--- src/rtl/seg7_pkg.sv ---
// Shared constants for the multiplexed seven-segment driver: the hex font,
// segment bit positions and the brightness control width.
package seg7_pkg;

  localparam int BRIGHT_W = 4;

  localparam int SEG_A  = 0;
  localparam int SEG_B  = 1;
  localparam int SEG_C  = 2;
  localparam int SEG_D  = 3;
  localparam int SEG_E  = 4;
  localparam int SEG_F  = 5;
  localparam int SEG_G  = 6;
  localparam int SEG_DP = 7;

  // Active-high segment patterns, bit 0 = a ... bit 6 = g, indexed by nibble.
  localparam logic [6:0] FONT [16] = '{
    7'h3F, 7'h06, 7'h5B, 7'h4F, 7'h66, 7'h6D, 7'h7D, 7'h07,
    7'h7F, 7'h6F, 7'h77, 7'h7C, 7'h39, 7'h5E, 7'h79, 7'h71
  };

endpackage

--- src/rtl/seg7_mux_driver_if.sv ---
// Value/brightness input bundle and pin-level outputs of the display driver.
// master = the producer of values (and observer of the pins), slave = driver.
interface seg7_mux_driver_if #(
  parameter int DIGITS = 4
);
  import seg7_pkg::*;

  logic [4*DIGITS-1:0] VALUE;
  logic [DIGITS-1:0]   DP;
  logic                LOAD;
  logic [BRIGHT_W-1:0] BRIGHT;
  logic [7:0]          SEG;
  logic [DIGITS-1:0]   SEL;
  logic                PENDING;
  logic                FRAME;

  modport master (
    output VALUE, DP, LOAD, BRIGHT,
    input  SEG, SEL, PENDING, FRAME
  );

  modport slave (
    input  VALUE, DP, LOAD, BRIGHT,
    output SEG, SEL, PENDING, FRAME
  );

endinterface

--- src/rtl/seg7_font.sv ---
// Combinational hex-to-segment decode; output is always active-high, the
// caller applies any pin polarity.
module seg7_font
  import seg7_pkg::*;
(
  input  logic [3:0] nibble,
  input  logic       dp,
  output logic [7:0] seg
);

  // Look up the glyph and attach the decimal point.
  always_comb begin
    seg               = '0;
    seg[SEG_G:SEG_A]  = FONT[nibble];
    seg[SEG_DP]       = dp;
  end

endmodule

--- src/rtl/seg7_mux_driver.sv ---
// Multiplexed seven-segment driver with PWM brightness and tear-free value
// updates applied only at frame boundaries.
// Optional feature: define SEG7_LZ_BLANK_EN for leading-zero blanking.
module seg7_mux_driver
  import seg7_pkg::*;
#(
  parameter int DIGITS     = 4,
  parameter int PRESCALE   = 50000,
  parameter int ACTIVE_LOW = 1
) (
  input  logic             CLKIN,
  input  logic             RESET,
  seg7_mux_driver_if.slave bus
);

  // The slot is split into 16 brightness phases of DIV cycles each, so the
  // phase is a counter of its own rather than a divide of the slot count.
  localparam int DIV   = PRESCALE / 16;
  localparam int SUB_W = (DIV > 1) ? $clog2(DIV) : 1;
  localparam int IDX_W = (DIGITS > 1) ? $clog2(DIGITS) : 1;
  localparam logic [SUB_W-1:0] SUB_LAST = SUB_W'(DIV - 1);
  localparam logic [IDX_W-1:0] IDX_LAST = IDX_W'(DIGITS - 1);
  localparam logic             INV      = (ACTIVE_LOW != 0);

  logic [SUB_W-1:0]    sub_reg;
  logic [3:0]          phase_reg;
  logic [IDX_W-1:0]    idx_reg;
  logic [4*DIGITS-1:0] disp_val_reg, stg_val_reg;
  logic [DIGITS-1:0]   disp_dp_reg, stg_dp_reg;
  logic                pend_reg, frame_reg;
  logic [7:0]          seg_reg, seg_next;
  logic [DIGITS-1:0]   sel_reg, sel_next;
  logic                slot_end, frame_end, enable, blank;
  logic [3:0]          cur_nib;
  logic                cur_dp;
  logic [7:0]          font_seg;
  logic [DIGITS-1:0]   lz_blank;

  assign slot_end  = (sub_reg == SUB_LAST) && (phase_reg == 4'hF);
  assign frame_end = slot_end && (idx_reg == IDX_LAST);

  // Slot position (sub-phase, phase) and digit index.
  always_ff @(posedge CLKIN) begin
    if (RESET) begin
      sub_reg   <= '0;
      phase_reg <= '0;
      idx_reg   <= '0;
    end else begin
      if (sub_reg == SUB_LAST) begin
        sub_reg   <= '0;
        phase_reg <= phase_reg + 4'd1;
      end else begin
        sub_reg <= sub_reg + SUB_W'(1);
      end
      if (slot_end)
        idx_reg <= (idx_reg == IDX_LAST) ? '0 : idx_reg + IDX_W'(1);
    end
  end

  // Staging/display handshake; a load on the boundary bypasses staging.
  always_ff @(posedge CLKIN) begin
    if (RESET) begin
      disp_val_reg <= '0;
      disp_dp_reg  <= '0;
      stg_val_reg  <= '0;
      stg_dp_reg   <= '0;
      pend_reg     <= 1'b0;
      frame_reg    <= 1'b0;
    end else begin
      frame_reg <= frame_end;
      if (bus.LOAD && frame_end) begin
        disp_val_reg <= bus.VALUE;
        disp_dp_reg  <= bus.DP;
        pend_reg     <= 1'b0;
      end else if (bus.LOAD) begin
        stg_val_reg <= bus.VALUE;
        stg_dp_reg  <= bus.DP;
        pend_reg    <= 1'b1;
      end else if (frame_end && pend_reg) begin
        disp_val_reg <= stg_val_reg;
        disp_dp_reg  <= stg_dp_reg;
        pend_reg     <= 1'b0;
      end
    end
  end

  assign cur_nib = disp_val_reg[{idx_reg, 2'b00} +: 4];
  assign cur_dp  = disp_dp_reg[idx_reg];
  assign enable  = (phase_reg <= bus.BRIGHT);

  seg7_font u_font (
    .nibble (cur_nib),
    .dp     (cur_dp),
    .seg    (font_seg)
  );

`ifdef SEG7_LZ_BLANK_EN
  // lz_blank[i]: digit i and every digit above it are zero with no point.
  generate
    for (genvar gi = 0; gi < DIGITS; gi++) begin : g_lz
      if (gi == 0) begin : g_keep
        assign lz_blank[gi] = 1'b0;
      end else if (gi == DIGITS - 1) begin : g_top
        assign lz_blank[gi] = (disp_val_reg[4*gi +: 4] == 4'h0) && !disp_dp_reg[gi];
      end else begin : g_mid
        assign lz_blank[gi] = lz_blank[gi+1] &&
                              (disp_val_reg[4*gi +: 4] == 4'h0) && !disp_dp_reg[gi];
      end
    end
  endgenerate
  assign blank = lz_blank[idx_reg];
`else
  assign lz_blank = '0;
  assign blank    = lz_blank[0];
`endif

  // Active-high pin image for this cycle, then polarity applied.
  always_comb begin
    seg_next = '0;
    sel_next = '0;
    if (enable) begin
      sel_next = DIGITS'(1) << idx_reg;
      if (!blank)
        seg_next = font_seg;
    end
    seg_next = seg_next ^ {8{INV}};
    sel_next = sel_next ^ {DIGITS{INV}};
  end

  // Registered pins; reset leaves everything dark.
  always_ff @(posedge CLKIN) begin
    if (RESET) begin
      seg_reg <= {8{INV}};
      sel_reg <= {DIGITS{INV}};
    end else begin
      seg_reg <= seg_next;
      sel_reg <= sel_next;
    end
  end

  assign bus.SEG     = seg_reg;
  assign bus.SEL     = sel_reg;
  assign bus.PENDING = pend_reg;
  assign bus.FRAME   = frame_reg;

endmodule

--- src/flat_wrapper.sv ---
// flat-port wrapper written by rule: the top's interface ports become plain ports
module seg7_mux_driver_flat import seg7_pkg::*;
#(
  parameter int DIGITS     = 4,
  parameter int PRESCALE   = 50000,
  parameter int ACTIVE_LOW = 1
)
  (CLKIN, RESET, bus_VALUE, bus_DP, bus_LOAD, bus_BRIGHT, bus_SEG, bus_SEL, bus_PENDING, bus_FRAME);
  seg7_mux_driver_if #(.DIGITS(DIGITS)) bus_i ();
  input  logic CLKIN;
  input  logic RESET;
  input wire logic [$bits(bus_i.VALUE)-1:0] bus_VALUE;
  input wire logic [$bits(bus_i.DP)-1:0] bus_DP;
  input wire logic [$bits(bus_i.LOAD)-1:0] bus_LOAD;
  input wire logic [$bits(bus_i.BRIGHT)-1:0] bus_BRIGHT;
  output wire logic [$bits(bus_i.SEG)-1:0] bus_SEG;
  output wire logic [$bits(bus_i.SEL)-1:0] bus_SEL;
  output wire logic [$bits(bus_i.PENDING)-1:0] bus_PENDING;
  output wire logic [$bits(bus_i.FRAME)-1:0] bus_FRAME;
  assign bus_i.VALUE = bus_VALUE;
  assign bus_i.DP = bus_DP;
  assign bus_i.LOAD = bus_LOAD;
  assign bus_i.BRIGHT = bus_BRIGHT;
  assign bus_SEG = bus_i.SEG;
  assign bus_SEL = bus_i.SEL;
  assign bus_PENDING = bus_i.PENDING;
  assign bus_FRAME = bus_i.FRAME;
  seg7_mux_driver #(.DIGITS(DIGITS), .PRESCALE(PRESCALE), .ACTIVE_LOW(ACTIVE_LOW)) u_core (.CLKIN(CLKIN), .RESET(RESET), .bus(bus_i));
endmodule
--- config.mk ---
export PLATFORM = sky130hd
export DESIGN_NAME = seg7_mux_driver_flat
export DESIGN_NICKNAME = d
export VERILOG_FILES = /design/src/rtl/seg7_pkg.sv /design/src/rtl/seg7_mux_driver_if.sv /design/src/rtl/seg7_font.sv /design/src/rtl/seg7_mux_driver.sv /design/src/flat_wrapper.sv
export SDC_FILE = /design/constraint.sdc
export NUM_CORES = 1
export LEC_CHECK = 0
export CAP_MARGIN = 15
export CORE_MARGIN = 2
export CORE_UTILIZATION = 57
export CTS_BUF_LIST = sky130_fd_sc_hd__clkbuf_8 sky130_fd_sc_hd__clkbuf_16
export CTS_CLUSTER_DIAMETER = 30
export CTS_CLUSTER_SIZE = 30
export DETAILED_ROUTE_END_ITERATION = 12
export DONT_BUFFER_PORTS = 1
export PLACE_DENSITY_LB_ADDON = 0.08
export SLEW_MARGIN = 20
export SYNTH_ARGS = -nofsm -noshare
export SYNTH_HDL_FRONTEND = slang
export SYNTH_SLANG_ARGS = --single-unit
--- constraint.sdc ---
create_clock -name CLKIN -period 2 [get_ports CLKIN]
set_input_delay 0.3 -clock CLKIN [delete_from_list [all_inputs] [get_ports CLKIN]]
set_output_delay 0.3 -clock CLKIN [all_outputs]
set_load 0.005 [all_outputs]
==> flow_summary.toml <==
[die]
coreArea_um2 = 5920
die-height_um = 82.1
starting_density_of_the_core_pct = 58.7
ios = 41
rows = 28
floorplan.die.width_um = 82.1
dieArea_um2 = 6730

[cells_and_area]
final_cell_mix = "dfxtp_1 (71), nand2_1 (63), nor2_1 (44)"
final-seq-area_um2 = 1440
flow.area_growth_from_synthesis_pct = 10.1
postLayoutCoreUtil_pct = 64.6
multiInputGateArea_um2 = 1850
mostFrequentLayoutCell = "dfxtp_1"
number_of_nets_in_the_finished_design = 427
num_antenna_cells = 0
layout.filler_cells = 508
final_cells = 463
layout-drive-gt1-share_pct = 17.5

[timing]
layout_worst_path_cycle_share_pct = 93.9
fmaxAchievable_ghz = 0.533
rsz0062_at_grt = "yes"
max_slew.worst_pin.slew_ns = 0.521
final.setup_skew_ns = 0.00734
relSlewSlack_pct = 65.1
timing.final.max_slew_violations = 0
hold_viol = 0
setup_viol = 0
fin_crit_ns = 1.88

[place]
globalplace.congestion = 0.809
dp_hpwl_um = 4820
placed_cells = 444
numPortBuffers = 0

[yosys]
synth_cell_type_count = 41
syn-cell-area_um2 = 3470
syn_area_per_cell_um2 = 9.24
synthesis.nets = 420
synth_seq_area_share_pct = 41.5
proportion_of_register_bits_with_asynchronous_set_or_reset_after_synthesis_pct = 0
synth_seq_cells = 72
synthCells = 376
ys_dominant_reg_cell = "dfxtp_1"
synth_edf_count = 0
yosys_warning_count = 0

[routing]
detail_route.first_pass.iterations = 4
postRouteWirelength_um = 7100
drt_drc_violations_left = 0
vias = 2570
drt_iter0_markers = 159
via_per_inst = 5.55
route.detailed.wl_per_inst_um = 15.3
detail-route-antenna-nets = 0

[critical_path]
critical_path_required_ns = 2.28
critical_path_peak_fanout = 6
critPathLaunchType = "flip-flop"
worstPathArrival_ns = 2.16
worstSetupEndpointType = "flip-flop"
timing_worst_setup_path_type = "reg -> reg"

[clock_tree]
htree_levels = 3
post-cts-setup-buffers = 0
cts_root_buf = "clkbuf_8"
clkTransAtPathRegs_ns = 0.08
tritoncts_num_sinks = 72
clockBufferDepth = 2
clock_tree_from_tritoncts = "yes"
cts_buffers = 9
clock_latency_of_the_later_clocked_register_in_the_worst_skew_pair_ns = 0.35

[power_and_ir_drop]
max-vdd-ir-drop_v = 0.000542
seqPwrFrac_pct = 52.1
p_leak_nw = 1.45
power.share.switching_pct = 22.6
combinational_fraction_of_design_power_pct = 5.1
power_density_nw_per_um2 = 749
p_clk_share_pct = 42.8
switching_power_mw = 0.646
post_layout_power_mw = 2.86
design_internal_power_mw = 2.22

[grt]
number_of_global_route_vias_before_repair = 2517
largest_net_degree_at_the_start_of_global_routing = 50
wire_length_of_the_first_global_routing_pass_um = 11900
antenna_found_initial = 0
track_usage_pct = 23.6
gr-total-overflow = 0

[worst_hold_path]
hp-class = "in -> reg"

[flow_run]
max_cap_viol_count = 0

[run_status]
status = "finished clean"
## cells in the mapped netlist, types with 2 or more instances
cell type	n	area [um^2]
xnor2_1	6	52.6
buf_2	9	45.0
mux2i_1	7	70.1
mux2_4	3	45.0
a211oi_1	3	22.5
o311ai_1	2	17.5
ha_1	17	213
o221ai_1	2	17.5
nor2_1	44	165
a21oi_2	20	175
dfxtp_1	72	1440
xor2_1	8	70.1
and3_1	2	12.5
clkbuf_1	7	26.3
buf_6	5	56.3
nand4_1	5	31.3
inv_1	13	48.8
o21ai_0	7	35.0
o21ai_2	2	17.5
mux2i_4	2	45.0
a21oi_1	8	40.0
a22o_1	18	158
nor2b_1	3	18.8
mux4_2	2	45.0
nand3_1	5	25.0
nor3_1	5	25.0
and4_1	4	35.0
a22oi_1	20	150
nand2_1	63	236
## repair_timing
action,CTS,global route
setup endpoints to repair,0,23
gates resized for setup,0,4
hold buffers,2,1
hold endpoints to repair,2,1
## routing by layer
| layer | global-route usage, % | part of all wire, % | vias to the layer above |
|---|---|---|---|
| met2 | 36.7 | 46 | 48 |
| met3 | 5.16 | 4.7 | 8 |
| met4 | 11.0 | 0.86 | 0 |
| li1 | - | - | 1324 |
| met5 | 0 | 0 | - |
| met1 | 31.1 | 48 | 1190 |
## power groups by stage
stage               combinational (mW)  clock (mW)  sequential, mW
finish                           0.146        1.23            1.49
CTS                              0.144        1.25            1.49
floorplan                        0.133           0            1.52
global route                     0.164        1.31            1.50
detailed placement               0.138           0            1.53
global placement                 0.134           0            1.52
## critical path: stages, from the launching register on
cell      delay [ns]
dfxtp_2         0.40
mux4_1          0.62
inv_1           0.11
ha_1            0.20
nor2_1          0.06
a211oi_1        0.23
a21oi_1         0.05
o21ai_0         0.13
## cell families after synthesis
family / share of synthesized area, %
AO/OA/AOI/OAI: 18.8
XOR/XNOR: 3.53
adder cells (fa/ha/maj): 6.12
buffers and inverters: 5.51
flip-flops: 41.5
multiplexers: 7.06
AND/OR/NAND/NOR: 17.5
## cell type report
class | count | area share (%)
sequential | 72 | 37.7
clock buffer | 12 | 4.32
tap | 75 | 2.45
inverter | 14 | 1.37
clock inverter | 4 | 1.34
timing repair buffer | 19 | 4.35
multi-input combinational | 267 | 48.4
## path summary, 6_finish.rpt
check,start,to,slack [ns],depth (start not counted)
worst max-delay path,u_core.idx_reg[0],u_core.bus.SEG[0],0.12,7
worst min-delay path,RESET,u_core.phase_reg[3],0.02,1
worst max register to register,u_core.idx_reg[0],u_core.bus.SEG[0],0.12,7
worst min register to register,u_core.stg_val_reg[0],u_core.stg_val_reg[0],0.46,2
## metrics by stage
| step | TNS, ns | worst slack [ns] | area (um^2) | hold WS, ns |
|---|---|---|---|---|
| 5_1_grt | -0.00899 | -0.00899 | 3820 | 0.00344 |
| 4_1_cts | 0 | 0.00761 | 3800 | 0.000642 |
| 3_3_place_gp | 0 | 0.102 | 3560 | 0.376 |
| 2_1_floorplan | 0 | 0.0250 | 3470 | 0.429 |
| 6_report | 0 | 0.123 | 3820 | 0.0205 |
| 3_5_place_dp | 0 | 0.00680 | 3560 | 0.378 |
No activity file was read; power rests on OpenSTA's default activity.
==> RTL edit 1 (same settings) <==
Build with the macro `SEG7_LZ_BLANK_EN` defined.
--- a/src/rtl/seg7_mux_driver.sv
+++ b/src/rtl/seg7_mux_driver.sv
@@ -1,6 +1,8 @@
 // Multiplexed seven-segment driver with PWM brightness and tear-free value
 // updates applied only at frame boundaries.
 // Optional feature: define SEG7_LZ_BLANK_EN for leading-zero blanking.
+`define SEG7_LZ_BLANK_EN
+
 module seg7_mux_driver
   import seg7_pkg::*;
 #(
Check against the original RTL: no difference found for any inputs over 10 cycles, from zero or initial values and one cycle with RESET high; that may be too few to reach the edited logic, so the function may still have changed.
==> RTL edit 1 against the unedited design <==
The run now ends with setup timing left; sequential cell count stayed put; area after synthesis is 6.6% lower; cell area hardly changed; hold slack worse by 0.0021 ns; routed wire length is 1.7% lower; maximum frequency is 8.8% lower; power is 9.2% lower; non-clock buffer count is 8 higher; critical path depth stayed put; clock skew hardly changed; setup slack worse by 0.18 ns; largest cell class unchanged; largest power group unchanged.
==> RTL edit 1: results <==
INSERT INTO impl_metrics (metric_group, metric, value, unit) VALUES
('global_route', 'first_global_vias', '2401', ''),
('synth', 'netlist_instances', '375', ''),
('synth', 'synth_seq_area_share', '0.4441', ''),
('outcome', 'outcome', 'complete, but fails checks', ''),
('sta', 'relSlewSlack', '0.6912', ''),
('pwr', 'peakVddDrop', '0.5409', 'mV'),
('global_route', 'groute.usage.overall', '0.2209', ''),
('routing', 'total_vias_in_the_final_route', '2622', ''),
('synth', 'post_synth_most_frequent_cells', 'sky130_fd_sc_hd__dfxtp_1 (72), sky130_fd_sc_hd__nand2_1 (62), sky130_fd_sc_hd__nor2_1 (44)', ''),
('sta', 'fin_skew', '0.007386', 'ns'),
('sta', 'setup-violations-final', '12', ''),
('global_route', 'global_route_wire_length_before_repair', '10980', 'um'),
('layout', 'stdcell_count', '464', ''),
('sta', 'worst_slack', '-0.05895', 'ns'),
('critical_path', 'timing.critical_path.from', 'u_core.sub_reg[7]', ''),
('pwr', 'power_leakage', '0.001472', 'uW'),
('sta', 'final.setup.tns', '-0.2578', 'ns'),
('placement', 'post-place-cells', '439', ''),
('layout', 'fraction_of_layout_instances_using_a_drive_strength_above_1', '0.2066', ''),
('placement', 'globalplace.congestion', '0.8020', ''),
('critical_path', 'worstPathArrival', '2.32', 'ns'),
('critical_path', 'crit_fanout', '5', ''),
('routing', 'drt_iter0_drc', '150', ''),
('global_route', 'maximum_number_of_pins_on_one_net_before_global_route_repair', '52', ''),
('synth', 'postSynthNetCount', '419', ''),
('outcome', 'failed_checks', 'setup timing', '');
## RTL edit 1: final cells by class
cell class / count / area (um2)
clock buffers: 10 / 137.6
clock inverters: 4 / 16.27
fillers: 435 / 1687
inverters: 14 / 52.55
multi-input cells: 265 / 1789
flip-flops and latches: 72 / 1450
well taps: 72 / 90.09
repair buffers: 27 / 284.0
## RTL edit 1: worst max path at each step
stage                             end  cells past startpoint  slack, ns
3_3_place_gp        u_core.bus.SEG[4]                      6       0.02
4_1_cts        u_core.disp_val_reg[0]                      8       0.01
5_1_grt        u_core.disp_val_reg[9]                      7      -0.14
6_report       u_core.disp_val_reg[9]                      7      -0.06
3_5_place_dp        u_core.bus.SEG[2]                      6      -0.03
2_1_floorplan       u_core.bus.SEG[1]                      6       0.12
## RTL edit 1: metrics by stage
| stage | hold slack [ns] | instance area (um2) |
|---|---|---|
| final | 0.01838 | 3820 |
| after global routing | -0.0004986 | 3820 |
| after CTS | 0.008098 | 3545 |
| after detailed placement | 0.3800 | 3385 |
| after global placement | 0.3794 | 3385 |
| after floorplan | 0.4297 | 3246 |
## RTL edit 1: kinds of logic after synthesis
family          Yosys count  share of synthesized area
compound gates           77                     0.1465
xor+xnor                 13                    0.03508
fa+ha+maj                17                    0.06553
buf+inv                  38                    0.04587
flops                    72                     0.4441
mux                       8                    0.04433
simple gates            150                     0.2186
## RTL edit 1: power by group through the flow
stage | logic [uW] | registers [uW] | clock network [uW]
2_1_floorplan | 115 | 1520 | 0
3_3_place_gp | 131 | 1520 | 0
3_5_place_dp | 135 | 1520 | 0
4_1_cts | 136 | 1490 | 977
5_1_grt | 168 | 1490 | 1050
6_report | 148 | 1490 | 962
## RTL edit 1: worst max-delay path, stage by stage (launching register included)
cell and delay [ns]:
sky130_fd_sc_hd__dfxtp_2 0.33, sky130_fd_sc_hd__or4b_4 0.56, sky130_fd_sc_hd__nor4_4 0.31, sky130_fd_sc_hd__buf_4 0.18, sky130_fd_sc_hd__and2b_4 0.22, sky130_fd_sc_hd__clkbuf_16 0.17
sky130_fd_sc_hd__nor2_1 0.04, sky130_fd_sc_hd__a211oi_1 0.17
## RTL edit 1: routing by layer
layer / up-vias / share of wire / global-route usage / wire, um
met3: 7 / 0.063 / 0.05656 / 443
met5: - / 0 / 0 / 0
met2: 79 / 0.46 / 0.3252 / 3182
met1: 1223 / 0.47 / 0.3001 / 3285
li1: 1313 / - / - / -
met4: 0 / 0.010 / 0.1086 / 73
## RTL edit 1: what timing repair did
item,in CTS,in global routing
resized for setup,2,38
hold buffers,0,0
setup buffers,0,7
pin swaps,1,22
setup endpoints to repair,5,41
cloned,0,4
hold endpoints to repair,0,0
==> RTL edit 2 (config.mk and constraints unchanged) <==
Made on the original files. Reset style: asynchronous (`RESET`), changed in 3 clocked blocks.
--- a/src/rtl/seg7_mux_driver.sv
+++ b/src/rtl/seg7_mux_driver.sv
@@ -40,7 +40,7 @@
   assign frame_end = slot_end && (idx_reg == IDX_LAST);
 
   // Slot position (sub-phase, phase) and digit index.
-  always_ff @(posedge CLKIN) begin
+  always_ff @(posedge CLKIN or posedge RESET) begin
     if (RESET) begin
       sub_reg   <= '0;
       phase_reg <= '0;
@@ -58,7 +58,7 @@
   end
 
   // Staging/display handshake; a load on the boundary bypasses staging.
-  always_ff @(posedge CLKIN) begin
+  always_ff @(posedge CLKIN or posedge RESET) begin
     if (RESET) begin
       disp_val_reg <= '0;
       disp_dp_reg  <= '0;
@@ -128,7 +128,7 @@
   end
 
   // Registered pins; reset leaves everything dark.
-  always_ff @(posedge CLKIN) begin
+  always_ff @(posedge CLKIN or posedge RESET) begin
     if (RESET) begin
       seg_reg <= {8{INV}};
       sel_reg <= {DIGITS{INV}};
Check against the original RTL: differs if RESET is asserted again (counterexample within 4 cycles, from zero or initial values and one cycle with RESET high); with RESET held inactive, the same outputs for 10 cycles.
==> RTL edit 2 against the unedited design <==
The flow now finishes with violations (setup timing); power grew 11%; die area grew 3.7%; routed wire length shrank 0.94%; combinational power grew 91%; synthesized cell count shrank 23%; critical path depth shrank 2; sequential cell count is the same; area after synthesis grew 3.9%; cell area grew 10%; hold slack gained 0.062 ns; maximum frequency shrank 14%; utilization grew 5.3 points; non-clock buffer count grew 13; setup slack lost 0.30 ns.
==> RTL edit 2: results <==
INSERT INTO impl_metrics (metric_group, metric, value, unit) VALUES
('outcome', 'outcome', 'complete, but fails checks', ''),
('outcome', 'failed_checks', 'setup timing', ''),
('sta', 'worst_slack', '-0.1748', 'ns'),
('placement', 'dpl.hpwl', '4732', 'um'),
('pwr', 'peakVddDrop', '0.4428', 'mV'),
('global_route', 'first_global_vias', '2434', ''),
('synth', 'netlist_top_cells_area', 'sky130_fd_sc_hd__dfrtp_1 (42%), sky130_fd_sc_hd__dfstp_2 (8.7%), sky130_fd_sc_hd__mux2_4 (8.3%)', ''),
('sta', 'fin_hold_ws', '0.08214', 'ns'),
('routing', 'detailedRoute.firstPassIterationCount', '5', ''),
('synth', 'yosys.cell_types.count', '42', ''),
('global_route', 'groute.usage.overall', '0.2174', ''),
('synth', 'post_synth_most_frequent_cells', 'sky130_fd_sc_hd__dfrtp_1 (60), sky130_fd_sc_hd__nand2_1 (22), sky130_fd_sc_hd__mux2_4 (20)', ''),
('sta', 'setup-violations-final', '41', ''),
('placement', 'post-place-cells', '376', ''),
('routing', 'drt-met1-wl', '3288', 'um'),
('critical_path', 'crit_fanout', '8', ''),
('synth', 'yosys.area_share.xor_xnor', '0.03882', ''),
('synth', 'netlist_instances', '290', ''),
('synth', 'postSynthNetCount', '334', ''),
('routing', 'routed_wirelength', '7037', 'um');
RTL edit 2: worst paths after layout:
| check | from | endpoint | depth (start not counted) |
|---|---|---|---|
| worst max-delay path | u_core.sub_reg[7] | u_core.stg_val_reg[0] | 5 |
| worst min-delay path | bus_VALUE[7] | u_core.stg_val_reg[7] | 1 |
| worst max register to register | u_core.sub_reg[7] | u_core.stg_val_reg[0] | 5 |
| worst min register to register | u_core.disp_val_reg[4] | u_core.disp_val_reg[4] | 1 |
| max in group asynchronous | RESET | u_core.disp_val_reg[14] | 3 |
| min in group asynchronous | RESET | u_core.stg_val_reg[4] | 2 |
RTL edit 2: repair_timing:
| item | in CTS | in global routing |
|---|---|---|
| endpoints found under the setup margin | 41 | 46 |
| endpoints found under the hold margin | 17 | 0 |
| buffers inserted | 1 | 2 |
| hold buffers | 1 | 0 |
| cloned | 2 | 1 |
| pin swaps | 2 | 3 |
| resized for setup | 5 | 8 |
RTL edit 2: worst max-delay path, cell delays in order (launching register included):
cell and delay (ns):
sky130_fd_sc_hd__dfrtp_1 0.38, sky130_fd_sc_hd__or4_4 0.53, sky130_fd_sc_hd__or4b_4 0.58, sky130_fd_sc_hd__nand2_8 0.12, sky130_fd_sc_hd__buf_12 0.14, sky130_fd_sc_hd__mux2_4 0.30
RTL edit 2: layout make-up:
cell class | count | area, um2
sequential | 72 | 1817
clock inverter | 6 | 91.34
multi-input combinational | 190 | 1710
timing repair buffer | 32 | 300.3
fill | 436 | 1814
clock buffer | 10 | 137.6
inverter | 14 | 61.31
tap | 75 | 93.84
RTL edit 2: power by group:
group	switching, uW	internal, uW
Sequential	48.6	1540
Clock	574	740
Combinational	124	155
RTL edit 2: metal layers:
metal	up-vias	track usage
met5	-	0
met4	0	0.08798
met3	8	0.04352
met2	43	0.3418
met1	1146	0.2971
li1	1116	-
